File: config.mk
export PLATFORM = sky130hd
export DESIGN_NAME = implication_monitor_flat
export DESIGN_NICKNAME = d
export VERILOG_FILES = /design/src/rtl/implication_monitor_if.sv /design/src/rtl/implication_monitor.sv /design/src/flat_wrapper.sv
export SDC_FILE = /design/constraint.sdc
export NUM_CORES = 1
export LEC_CHECK = 0
export ABC_CLOCK_PERIOD_IN_PS = 1800
export BUFFER_PORTS_ARGS = -buffer_cell sky130_fd_sc_hd__buf_2
export CORE_ASPECT_RATIO = 1.75
export CORE_MARGIN = 1.5
export CORE_UTILIZATION = 45
export DETAILED_ROUTE_END_ITERATION = 6
export HOLD_SLACK_MARGIN = 0.08
export MAX_ROUTING_LAYER = met4
export PLACE_DENSITY_LB_ADDON = 0.08
export SLEW_MARGIN = 20
export SYNTH_ARGS = -nofsm -noshare
export SYNTH_HDL_FRONTEND = slang
export SYNTH_SLANG_ARGS = --single-unit
File: constraint.sdc
create_clock -name CLK -period 1.8 [get_ports CLK]
set_clock_uncertainty 0.2 [all_clocks]
set_input_delay 0.54 -clock CLK [delete_from_list [all_inputs] [get_ports CLK]]
set_output_delay 0.54 -clock CLK [all_outputs]
set_load 0.02 [all_outputs]
File: src/rtl/implication_monitor_if.sv
// implication_monitor_if: observed producer/register pair and check results.
// Carries pass_count only when IMPLICATION_MONITOR_COVER_EN is defined.
interface implication_monitor_if #(
  parameter int CNT_W = 8,
  parameter int TS_W  = 16
);
  logic             en;
  logic             clr;
  logic             antecedent;
  logic             consequent;
  logic             fail;
  logic             fail_sticky;
  logic [CNT_W-1:0] fail_count;
  logic [TS_W-1:0]  first_fail_ts;
  logic             pending;
  logic [1:0]       state;
`ifdef IMPLICATION_MONITOR_COVER_EN
  logic [CNT_W-1:0] pass_count;

  modport master (
    output en, clr, antecedent, consequent,
    input  fail, fail_sticky, fail_count,
    input  first_fail_ts, pending, state,
    input  pass_count
  );

  modport slave (
    input  en, clr, antecedent, consequent,
    output fail, fail_sticky, fail_count,
    output first_fail_ts, pending, state,
    output pass_count
  );
`else
  modport master (
    output en, clr, antecedent, consequent,
    input  fail, fail_sticky, fail_count,
    input  first_fail_ts, pending, state
  );

  modport slave (
    input  en, clr, antecedent, consequent,
    output fail, fail_sticky, fail_count,
    output first_fail_ts, pending, state
  );
`endif
endinterface

File: src/rtl/implication_monitor.sv
// implication_monitor: run-time checker for "antecedent |-> ##DELAY consequent".
// Define IMPLICATION_MONITOR_COVER_EN to add the saturating pass_count output.
module implication_monitor #(
  parameter int DELAY = 1,
  parameter int CNT_W = 8,
  parameter int TS_W  = 16
) (
  input  logic               CLK,
  input  logic               ASYNCRESET,
  implication_monitor_if.slave mon
);

  typedef enum logic [1:0] {
    IDLE   = 2'd0,
    ARMED  = 2'd1,
    FAILED = 2'd2
  } state_e;

  state_e           st_q, st_d;
  logic [DELAY-1:0] p_q, p_d;
  logic [TS_W-1:0]  ts_q;
  logic [TS_W-1:0]  first_q;
  logic [CNT_W-1:0] cnt_q;
  logic             fail_q;
  logic             sticky_q;
  logic             due;
  logic             miss;

  assign due  = p_q[DELAY-1];
  // clr discards the outcome of a check landing in the same cycle
  assign miss = due & ~mon.consequent & ~mon.clr;

  always_comb begin
    p_d = '0;
    if (!mon.clr) begin
      p_d    = p_q << 1;
      p_d[0] = mon.antecedent & mon.en;
    end
  end

  always_comb begin
    st_d = st_q;
    if (mon.clr) begin
      st_d = IDLE;
    end else begin
      case (st_q)
        IDLE: begin
          if (miss)      st_d = FAILED;
          else if (|p_d) st_d = ARMED;
        end
        ARMED: begin
          if (miss)       st_d = FAILED;
          else if (!(|p_d)) st_d = IDLE;
        end
        FAILED:  st_d = FAILED;
        default: st_d = IDLE;
      endcase
    end
  end

  always_ff @(posedge CLK or posedge ASYNCRESET) begin
    if (ASYNCRESET) begin
      st_q <= IDLE;
      p_q  <= '0;
    end else begin
      st_q <= st_d;
      p_q  <= p_d;
    end
  end

  always_ff @(posedge CLK or posedge ASYNCRESET) begin
    if (ASYNCRESET) begin
      ts_q     <= '0;
      first_q  <= '0;
      cnt_q    <= '0;
      fail_q   <= 1'b0;
      sticky_q <= 1'b0;
    end else if (mon.clr) begin
      ts_q     <= '0;
      first_q  <= '0;
      cnt_q    <= '0;
      fail_q   <= 1'b0;
      sticky_q <= 1'b0;
    end else begin
      if (ts_q != '1) ts_q <= ts_q + 1'b1;
      fail_q <= miss;
      if (miss) begin
        sticky_q <= 1'b1;
        if (!sticky_q) first_q <= ts_q;
        if (cnt_q != '1) cnt_q <= cnt_q + 1'b1;
      end
    end
  end

`ifdef IMPLICATION_MONITOR_COVER_EN
  logic             hit;
  logic [CNT_W-1:0] pass_q;

  assign hit = due & mon.consequent & ~mon.clr;

  always_ff @(posedge CLK or posedge ASYNCRESET) begin
    if (ASYNCRESET)            pass_q <= '0;
    else if (mon.clr)          pass_q <= '0;
    else if (hit && pass_q != '1) pass_q <= pass_q + 1'b1;
  end

  assign mon.pass_count = pass_q;
`endif

  assign mon.fail          = fail_q;
  assign mon.fail_sticky   = sticky_q;
  assign mon.fail_count    = cnt_q;
  assign mon.first_fail_ts = first_q;
  assign mon.pending       = |p_q;
  assign mon.state         = st_q;

endmodule

File: src/flat_wrapper.sv
// flat-port wrapper written by rule: the top's interface ports become plain ports
module implication_monitor_flat 
#(
  parameter int DELAY = 1,
  parameter int CNT_W = 8,
  parameter int TS_W  = 16
)
  (CLK, ASYNCRESET, mon_en, mon_clr, mon_antecedent, mon_consequent, mon_fail, mon_fail_sticky, mon_fail_count, mon_first_fail_ts, mon_pending, mon_state);
  implication_monitor_if #(.CNT_W(CNT_W), .TS_W(TS_W)) mon_i ();
  input  logic CLK;
  input  logic ASYNCRESET;
  input wire logic [$bits(mon_i.en)-1:0] mon_en;
  input wire logic [$bits(mon_i.clr)-1:0] mon_clr;
  input wire logic [$bits(mon_i.antecedent)-1:0] mon_antecedent;
  input wire logic [$bits(mon_i.consequent)-1:0] mon_consequent;
  output wire logic [$bits(mon_i.fail)-1:0] mon_fail;
  output wire logic [$bits(mon_i.fail_sticky)-1:0] mon_fail_sticky;
  output wire logic [$bits(mon_i.fail_count)-1:0] mon_fail_count;
  output wire logic [$bits(mon_i.first_fail_ts)-1:0] mon_first_fail_ts;
  output wire logic [$bits(mon_i.pending)-1:0] mon_pending;
  output wire logic [$bits(mon_i.state)-1:0] mon_state;
  assign mon_i.en = mon_en;
  assign mon_i.clr = mon_clr;
  assign mon_i.antecedent = mon_antecedent;
  assign mon_i.consequent = mon_consequent;
  assign mon_fail = mon_i.fail;
  assign mon_fail_sticky = mon_i.fail_sticky;
  assign mon_fail_count = mon_i.fail_count;
  assign mon_first_fail_ts = mon_i.first_fail_ts;
  assign mon_pending = mon_i.pending;
  assign mon_state = mon_i.state;
  implication_monitor #(.DELAY(DELAY), .CNT_W(CNT_W), .TS_W(TS_W)) u_core (.CLK(CLK), .ASYNCRESET(ASYNCRESET), .mon(mon_i));
endmodule
Word-level counts from Yosys, hierarchy flattened
Cells that the tools add are included.
{ "totals": {"ff_bits": 45, "latch_bits": 0, "ram_bits": 0, "rom_bits": 0, "inputBits": 6, "output_inout_bits": 29, "elab_cells": 46, "n_memories": 0} }
{ "op_classes": {"addsub": 2, "mul": 0, "div_mod_pow": 0, "order_cmp": 0, "n_eq_ne": 7, "n_shift": 0, "n_mux": 18, "bitwise": 5, "n_reduce_logical": 7} }
{ "ops": {"columns": ["operator", "n"], "rows": [
  ["two-way mux 16 bit", 5],
  ["two-way mux 8 bit", 3],
  ["adder 16 x 1 -> 16 bit, second input constant", 1],
  ["!= test 16 bit, second input constant", 1],
  ["two-way mux 2 bit", 5],
  ["adder 8 x 1 -> 8 bit, second input constant", 1],
  ["!= test 8 bit, second input constant", 1],
  ["one-hot mux 2 bit (3 select lines)", 1],
  ["AND reduction 2 bit", 3],
  ["nonzero test 2 bit", 3],
  ["two-way mux 1 bit", 4],
  ["!= test 4 x 2 -> 1 bit, second input constant", 1],
  ["!= test 4 bit, second input constant", 1],
  ["AND 1 bit", 3],
  ["== test 2 x 1 -> 1 bit, second input constant", 1],
  ["== test 2 bit, second input constant", 1],
  ["logical NOT 2 bit", 1],
  ["!= test 2 bit, second input constant", 1],
  ["NOT 1 bit", 2]
]} }

Depth between registers and ports, before layout
Gate-level depths: netlist (run 1).
{ "logic_depth": {"ltp_word": 6, "mapped_depth": 5, "depth_no_buf": 5} }

Least setup slack after synthesis (run 1)
Ideal clock, no wire load.
{ "synth_path": {"kind": "input to register", "from": "input mon_consequent", "to": "register u_core.first_q[0], in the netlist u_core.mon.first_fail_ts[0]", "setup_time_ps": 66, "t_arrival_ps": 1615, "required_time_ps": 1534, "slack_ps": -82, "cell_stages": 4, "path_buffers": 1, "path_cell_list": "nand2b_1 > nor3_1 > clkbuf_1 > a22o_1"} }
{ "synth_between": {"elab_chain_len": 5} }
{ "synth_rtl": {"columns": ["item", "line_no", "text"], "rows": [
  ["start: declaration", "flat_wrapper.sv:15", "input wire logic [$bits(mon_i.consequent)-1:0] mon_consequent;"],
  ["NOT 1 bit", "implication_monitor.sv:31", "assign miss = due & ~mon.consequent & ~mon.clr;"],
  ["AND 1 bit (2 in a row)", "implication_monitor.sv:31", null],
  ["nonzero test 2 bit (no line)", null, null],
  ["AND reduction 2 bit (no line)", null, null],
  ["end signal: assignment", "implication_monitor.sv:89", "if (!sticky_q) first_q <= ts_q;"],
  ["end: declaration", "implication_monitor.sv:22", "logic [TS_W-1:0] first_q;"]
]} }
Every way passes these cells.
A chain may end at the register's enable or synchronous reset.

Worst setup path after layout (run 1)
{ "layout_path": {"from": "register u_core.ts_q[1]", "to": "register u_core.ts_q[10]"} }
{ "layout_between": {"elab_chain_len": 3, "elab_cells_between_ends": 5} }
{ "layout_rtl": {"columns": ["item", "line_no", "text"], "rows": [
  ["start: declaration", "implication_monitor.sv:21", "logic [TS_W-1:0] ts_q;"],
  ["start signal: assignment", "implication_monitor.sv:85", "if (ts_q != '1) ts_q <= ts_q + 1'b1;"],
  ["adder 16 x 1 -> 16 bit", "implication_monitor.sv:85", null],
  ["two-way mux 16 bit", "implication_monitor.sv:85", null],
  ["two-way mux 16 bit", "implication_monitor.sv:78", "end else if (mon.clr) begin"]
]} }
Parallel ways exist; a longest one is shown, timed or not. The select of a mux whose other input is x is not followed.

==> reports/metrics.cfg, run 1 <==
[synth]
synth_area_leaders=dfrtp_1 55%, a22o_1 6.9%, nor2_1 3.5%
yosysTopAreaCell=dfrtp_1
synth_cell_type_count=38
syn-num-nets=198
syn_inst=190
synth_top_area_share_pct=55.42
synth_area_um2=2032
synth_seq_cells=45
seq_area_frac_synth_pct=55.42
avgSynthCellArea_um2=10.69
ys_warn_count=0

[clock_tree]
root_buffer=clkbuf_8
clockBufferDepth=2
clock_latency_ps=300
cts_tree=built
cts_sinks=45
h-tree-depth=2
cts_made_buffers=5
clkTransAtPathRegs_ps=80

[die]
die_h_um=91.90
core_region_area_um2=4364
rows=32
die_width_um=53.80
io_pins=35
die_area_um2=4943
initial_utilization_pct=46.56

[placement]
dp_cells=303
post_dp_cell_area_um2=2522
gp_congestion=0.8367
dp_slack_ps=-343.9
dp_hpwl_um=3629
io_buffers=34

[sta]
min_period_ps=1779
max_slew_margin_pct=54.13
setup_ws_ps=20.52
final-max-slew-violation-count=0
setup_tns_ps=0
period_share_pct=98.86
fmax_mhz=562.0
finalSetupViolCount=0
tightest_slew_ps=687.4
finalHoldViolations=0
rsz0062_at_grt=true

[global_routing]
overflow=0
antenna_found_initial=0
first_global_vias=1869
grt_pass1_wl_um=8004
grt_usage_pct=22.43
grt_max_degree=33

[finish]
syn_to_final_growth_pct=33.25
fin_cells=317
num_antenna_cells=0
final_cell_area_um2=2708
fin_util_pct=62.04
drive_gt1_share_pct=35.71
nNetsFinal=273

[drt]
drcViolationCount=0
first_pass_iters=4
wl_per_cell_um=15.65
dr_total_vias=1791
viasPerCell=5.650
drt_wl_total_um=4962
antenna_left=0
drt_iter0_drc=47

[pwr]
p_per_area_nw_per_um2=646.8
p_leak_nw=1.348
ir_drop_v=0.0005184

[min_path]
hold_depth=1
holdCritPathClass=flop to flop
hold_start=u_core.mon.state[1]
min_to=u_core.mon.state[0]

[outcome]
status=completed

[setup_path]
crit_fanout=4
crit_buf_inv=0
rr_endpoint=u_core.ts_q[10]
critPathSlowestCell=or4_1
required_ps=1820
crit_arrival_ps=1800
critPathMaxStageDelay_ps=410
critPathKind=flop to flop
reg2reg_depth=5
crit_chain=ha_4 > nand3_2 > or2_1 > or4_1 > a21oi_1
worstSetupStartpointType=flop
worstSetupEndpointType=flop
reg2reg_from=u_core.ts_q[1]
cp_top_family=simple AND/OR/NAND/NOR gates
r2r_slack_ps=20

[run]
cap_violations=0

[power by group]
group	total [mW]	internal [mW]	switching, mW
sequential	1.03	1.02	0.00991
clock	0.604	0.276	0.328
combinational	0.117	0.0440	0.0728
[cells in the mapped netlist (all sizes together)]
cell,instances
nor3,7
dfrtp,45
o211ai,2
clkbuf,3
or3,7
o21ai,10
mux2i,2
o211a,1
a21oi,11
nand4b,1
buf,4
nand4,6
inv,4
or2,1
nand2b,1
and3,5
nor4,4
or4,4
o31ai,3
nor2b,1
and2b,1
nand2,6
and4,1
mux2,2
a311oi,1
ha,2
nor2,19
xor2,5
a22o,16
nand3,12
o31a,1
a31oi,2
[cell usage in the layout (no fill, tap or decap), types with 2 or more instances in the layout]
cell and count:
buf_6 2, a22o_1 16, a21oi_1 10, dfrtp_1 45
nand3_1 10, clkbuf_1 3, nor3_2 2, o211ai_1 2
or4_1 4, nor2_1 18, mux2i_1 2, nor4_1 2
o21ai_0 9, clkbuf_8 5, mux2_2 2, nand3_2 2
inv_1 3, a31oi_1 2, buf_2 34, nand2_1 6
nand4_1 5, nor3_1 5, and3_1 4, or3_1 6
o31ai_1 3, xor2_1 4, buf_4 37
[cell type report]
type                       count  area (um2)
clock buffer                   8       80.08
tap                           51       63.81
timing repair buffer          75       500.5
sequential                    45        1126
fill                         386        1657
inverter                       4       15.01
multi-input combinational    134       922.1
[worst reg2reg max path, delay by kind of cell, from the launching register on]
kind,cells,cell delay (ps)
AOI/OAI and AO/OA,1,160
DFF,1,390
and+or+nand+nor,3,790
adders and majority gates,1,180
[kinds of logic after synthesis]
kind of cell / after synthesis / synth area share (%)
simple gates: 76 / 21.06
xor+xnor: 5 / 2.155
flops: 45 / 55.42
fa+ha+maj: 2 / 1.231
buf+inv: 11 / 2.155
compound gates: 47 / 15.89
mux: 4 / 2.094
[how the worst max path moves through the flow]
stage                     slack, ps                          end                      from  cells after the start
final                            20              u_core.ts_q[10]            u_core.ts_q[1]                      5
after detailed placement       -340  u_core.mon.first_fail_ts[4]            mon_consequent                      5
after CTS                        -6               u_core.ts_q[1]           u_core.ts_q[12]                      5
after global routing            -50               u_core.ts_q[1]            u_core.ts_q[1]                      7
after global placement         -310  u_core.mon.first_fail_ts[3]            mon_consequent                      5
after floorplan                 -40     u_core.mon.fail_count[6]  u_core.mon.fail_count[0]                      5
[per-stage QoR]
| step | hold slack (ps) | power, mW |
|---|---|---|
| after detailed placement | 265.6 | 1.159 |
| after global routing | 283.2 | 1.810 |
| after floorplan | 303.2 | 1.108 |
| final | 269.7 | 1.751 |
| after global placement | 254.8 | 1.155 |
| after CTS | 268.5 | 1.761 |
[routing by layer]
layer / vias up / share of wire (%) / GRT usage (%)
li1: 860 / - / -
met1: 887 / 38 / 22.03
met2: 37 / 57 / 40.65
met3: 7 / 3.1 / 3.420
met4: 0 / 1.8 / 9.829
met5: - / 0 / -
[repair_timing]
item                                    in CTS  in global routing
buffers inserted                             0                  6
endpoints found under the setup margin      24                 13
pin swaps                                    1                  6
resized for setup                            5                  8
gates cloned                                 0                  0
hold buffers                                 1                  0
hold endpoints to repair                    13                  0
[registers in the layout, indices dropped and copies added, names as in the netlist]
name,cells
u_core.mon.pending,1
u_core.mon.first_fail_ts,16
u_core.ts_q,16
u_core.mon.fail_sticky,1
u_core.mon.fail_count,8
u_core.mon.state,2
u_core.mon.fail,1
(Power assumes the default switching activity.)
==> run 2: changes to the inputs <==
--- a/config.mk
+++ b/config.mk
@@ -8,12 +8,13 @@
 export ABC_CLOCK_PERIOD_IN_PS = 1800
 export BUFFER_PORTS_ARGS = -buffer_cell sky130_fd_sc_hd__buf_2
 export CORE_ASPECT_RATIO = 1.75
-export CORE_MARGIN = 1.5
+export CORE_MARGIN = 1
 export CORE_UTILIZATION = 45
 export DETAILED_ROUTE_END_ITERATION = 6
 export HOLD_SLACK_MARGIN = 0.08
 export MAX_ROUTING_LAYER = met4
 export PLACE_DENSITY_LB_ADDON = 0.08
+export SETUP_SLACK_MARGIN = 0.4
 export SLEW_MARGIN = 20
 export SYNTH_ARGS = -nofsm -noshare
 export SYNTH_HDL_FRONTEND = slang
==> run 2 against run 1 <==
Against the previous run: routed wire length is 27% higher; power is 2.6% higher; largest power group unchanged; die area is 2.9% lower.
==> reports/metrics.cfg, run 2 (synthesized netlist as in run 1, its figures left out) <==
[pwr]
p_per_area_nw_per_um2=518.9
p_clk_share_pct=33.4
ir_drop_v=0.0006539
p_leak_nw=1.665
p_int_mw=1.366
p_sw_mw=0.4307
share_seq_of_total_power_pct=57.6
swShare_pct=23.96
power_frac_comb_pct=9.1

[outcome]
status=completed

[clock_tree]
cts_made_buffers=5
clock_latency_ps=290
root_buffer=clkbuf_8
clockBufferDepth=2
h-tree-depth=2
cts_sinks=45
clkTransAtPathRegs_ps=80
cts_tree=built

[drt]
drt_wl_total_um=6303
drt_iter0_drc=61
first_pass_iters=4
antenna_left=0
drcViolationCount=0
dr_total_vias=2096
viasPerCell=5.888
wl_per_cell_um=17.71

[finish]
drive_gt1_share_pct=55.41
mostFrequentLayoutCell=buf_4
num_antenna_cells=0
layout_common_cells=65 x buf_4, 38 x dfrtp_1, 37 x buf_6
syn_to_final_growth_pct=70.44
nNetsFinal=312
fin_cells=356

[sta]
period_share_pct=97.83
fmax_mhz=567.9
max_slew_margin_pct=72.33
finalHoldViolations=0
setup_tns_ps=0
finalSetupViolCount=0
rsz0062_at_grt=true
tightest_slew_ps=414.2
min_period_ps=1761
final-max-slew-violation-count=0

[global_routing]
overflow=0
grt_pass1_wl_um=9535
antenna_found_initial=0
grt_usage_pct=27.13
grt_max_degree=19
gr-usage-met1_pct=28.79
first_global_vias=2109
busiest_layer=met2
met2_usage_pct=48.21
use_met3_pct=4.377

[setup_path]
rr_endpoint=u_core.ts_q[10]
reg2reg_depth=5
reg2reg_from=u_core.ts_q[1]
r2r_slack_ps=40
critPathKind=flop to flop
worstSetupStartpointType=flop
worstSetupEndpointType=flop
required_ps=1820
crit_arrival_ps=1780
crit_fanout=4

[min_path]
holdCritPathClass=input pin to asynchronous set/reset pin

[die]
io_pins=35
die_h_um=90.90
die_width_um=52.80
die_area_um2=4799
rows=32
initial_utilization_pct=46.56
core_region_area_um2=4364

[placement]
gp_congestion=0.8923
dp_cells=297
io_buffers=34
dp_hpwl_um=3809

[run]
cap_violations=0

run 2: changes by cell type in the layout (fill, tap and decap cells not counted), sizes merged:
| cell | before | now |
|---|---|---|
| clkinv | 1 | 2 |
| buf | 74 | 113 |
| clkbuf | 8 | 7 |
| clkinvlp | 0 | 1 |
| dlygate4sd3 | 1 | 0 |
run 2: cell type report:
type | count | area [um2]
Clock inverter | 2 | 10.01
Fill cell | 277 | 900.9
Multi-Input combinational cell | 134 | 1119
Tap cell | 51 | 63.81
Inverter | 4 | 18.77
Timing Repair Buffer | 114 | 1045
Clock buffer | 6 | 72.57
Sequential cell | 45 | 1135
run 2: how the worst max path moves through the flow:
| stage | from | end | cells past startpoint | slack (ps) |
|---|---|---|---|---|
| floorplan | u_core.ts_q[0] | u_core.ts_q[10] | 5 | 90 |
| global placement | mon_consequent | u_core.mon.fail_count[6] | 5 | 10 |
| detailed placement | u_core.ts_q[2] | u_core.ts_q[13] | 4 | -40 |
| CTS | u_core.ts_q[0] | u_core.ts_q[10] | 5 | 40 |
| global route | u_core.ts_q[1] | u_core.ts_q[10] | 5 | 3 |
| finish | u_core.ts_q[1] | u_core.ts_q[10] | 5 | 40 |
run 2: timing repair:
action,CTS,global route
setup endpoints to repair,69,70
hold endpoints to repair,13,13
gates cloned,0,1
setup buffers,37,13
pin swaps,29,22
resized for setup,81,16
run 2: metrics by stage:
step	utilization, %	cell area [um2]	worst slack, ps	hold slack (ps)	total power, mW
2_1_floorplan	-	2181	92.43	303.1	1.123
3_3_place_gp	59.78	2609	10.92	253.5	1.169
3_5_place_dp	59.78	2609	-41.80	265.4	1.177
4_1_cts	74.94	3271	42.73	37.81	1.795
5_1_grt	79.36	3463	3.326	56.93	1.858
6_report	79.36	3463	38.97	39.47	1.797
run 2: power by group through the flow:
stage          clock, mW  sequential [mW]  combinational, mW
2_1_floorplan          0             1.06             0.0615
3_3_place_gp           0             1.05              0.116
3_5_place_dp           0             1.05              0.122
4_1_cts            0.612             1.03              0.149
5_1_grt            0.647             1.04              0.175
6_report           0.600             1.03              0.163
run 2: worst max-delay path, stage by stage, from the launching register on:
cell and delay, ps:
dfrtp_1 410, ha_4 200, nand3_4 100, or2_4 250, or4_1 400, a21oi_1 130
run 2: layer usage:
| metal | vias to the layer above | share of wire [%] |
|---|---|---|
| li1 | 939 | - |
| met1 | 1046 | 35 |
| met2 | 87 | 58 |
| met3 | 24 | 4.1 |
| met4 | 0 | 2.8 |
| met5 | - | 0 |
==> run 3: changes to the inputs <==
--- a/config.mk
+++ b/config.mk
@@ -13,7 +13,7 @@
 export DETAILED_ROUTE_END_ITERATION = 6
 export HOLD_SLACK_MARGIN = 0.08
 export MAX_ROUTING_LAYER = met4
-export PLACE_DENSITY_LB_ADDON = 0.08
+export PLACE_DENSITY = 0.69
 export SETUP_SLACK_MARGIN = 0.4
 export SLEW_MARGIN = 20
 export SYNTH_ARGS = -nofsm -noshare
==> run 3 against run 2 <==
Against the previous run: clock-buffer cell count stayed put; power is 9.9% higher; core utilization is 2.3 points higher; die area stayed put; critical path depth stayed put; non-clock buffer count is 8 higher; final area is 2.9% higher; cell count is 2.2% higher; combinational power is 10% higher; via count hardly changed; critical path type unchanged; largest power group unchanged; highest routed layer unchanged.
==> reports/metrics.cfg, run 3 (synthesized netlist as in run 1, its figures left out) <==
[sta]
final-max-slew-violation-count=0
finalSetupViolCount=0
period_share_pct=97.94
max_slew_margin_pct=78.32
fmax_mhz=567.2
tightest_slew_ps=321.9
rsz0062_at_grt=true
min_period_ps=1763
setup_tns_ps=0
finalHoldViolations=0
holdWs_ps=83.61

[die]
die_width_um=52.80
rows=32
core_region_area_um2=4364
initial_utilization_pct=46.56
io_pins=35
die_h_um=90.90
die_area_um2=4799

[clock_tree]
clock_latency_ps=300
cts_sinks=45
ctsHoldBuffers=0
clkTransAtPathRegs_ps=90
cts_made_buffers=5
h-tree-depth=2
clockBufferDepth=2
cts_tree=built
root_buffer=clkbuf_8

[setup_path]
crit_chain=ha_4 > nand3_4 > or2_4 > or3_4 > a21oi_2
crit_buf_inv=0
cp_top_family=simple AND/OR/NAND/NOR gates
worstSetupStartpointType=flop
required_ps=1820
critPathKind=flop to flop
critPathSlowestCell=dfrtp_1
r2r_slack_ps=40
critPathMaxStageDelay_ps=410
crit_arrival_ps=1790
crit_fanout=4
worstSetupEndpointType=flop

[global_routing]
grt_max_degree=46
antenna_found_initial=0
overflow=0
grt_usage_pct=29.92
first_global_vias=2118
grt_pass1_wl_um=10120

[pwr]
p_leak_nw=1.711
p_per_area_nw_per_um2=553.9
ir_drop_v=0.0005923
power.total_mw=1.975

[finish]
nNetsFinal=320
layout_common_cells=67 x buf_4, 46 x buf_6, 36 x dfrtp_1
regArea_um2=1137
fillCellCount=229
drive_gt1_share_pct=56.55
mostFrequentLayoutCell=buf_4
syn_to_final_growth_pct=75.43
multiInputGateArea_um2=1106
num_antenna_cells=0

[outcome]
status=completed

[drt]
wl_per_cell_um=18.80
antenna_left=0
viasPerCell=5.764
dr_total_vias=2098
drcViolationCount=0
drt_iter0_drc=93
first_pass_iters=4
drt_wl_total_um=6845

[min_path]
holdCritPathClass=input pin to asynchronous set/reset pin

[placement]
io_buffers=34
dp_hpwl_um=3502
gp_congestion=0.8285

[run]
cap_violations=0

run 3: cell types whose count changed in the layout (fill, tap and decap cells not counted), moves of 2 or more:
cell	change
dfrtp_2	+2
nor2_1	-2
buf_4	+2
a31oi_4	-2
dfrtp_1	-2
buf_6	+9
nor2_4	+2
buf_2	-2
a31oi_1	+2
run 3: final timing paths:
path                                        startpoint                          end  cells after the start
min                                         ASYNCRESET               u_core.ts_q[6]                      3
max reg2reg                             u_core.ts_q[0]               u_core.ts_q[8]                      5
min reg2reg                u_core.mon.first_fail_ts[5]  u_core.mon.first_fail_ts[5]                      1
max in group asynchronous                   ASYNCRESET     u_core.mon.fail_count[4]                      3
max                                     u_core.ts_q[0]               u_core.ts_q[8]                      5
min in group CLK                                mon_en           u_core.mon.pending                      3
run 3: what timing repair did:
| action | CTS | global route |
|---|---|---|
| hold endpoints to repair | 0 | 0 |
| gates cloned | 1 | 0 |
| pin swaps | 27 | 27 |
| endpoints found under the setup margin | 69 | 71 |
| buffers inserted | 40 | 15 |
| resized for setup | 88 | 22 |
run 3: layout make-up:
cell class | instances | share of cell area [%]
timing repair buffer | 122 | 31.73
clock inverter | 2 | 0.9828
multi-input combinational | 134 | 31.03
inverter | 4 | 0.5265
tap | 51 | 1.790
sequential | 45 | 31.91
clock buffer | 6 | 2.036
run 3: per-stage QoR:
stage	setup slack (ps)	utilization, %	instance area, um2	cells
4_1_cts	49.61	77.35	3376	349
6_report	37.06	81.68	3565	364
3_5_place_dp	-63.49	60.29	2631	300
3_3_place_gp	-14.06	60.29	2631	300
5_1_grt	-9.260	81.68	3565	364
2_1_floorplan	92.43	-	2181	190
run 3: layer usage:
layer,share of wire (%),GRT usage (%)
met1,35,30.99
met2,55,51.27
met3,3.8,5.724
met4,5.9,14.91
met5,0,-
run 3: worst min-delay path, cell delays in order:
cell,delay (ps)
buf_2,110
clkinvlp_4,70
buf_12,240
run 3: power by group:
part	internal (mW)	leakage [nW]	switching, mW
clock	0.412	0.0552	0.349
combinational	0.0852	1.05	0.0953
sequential	1.02	0.610	0.0123
total	1.52	1.71	0.456
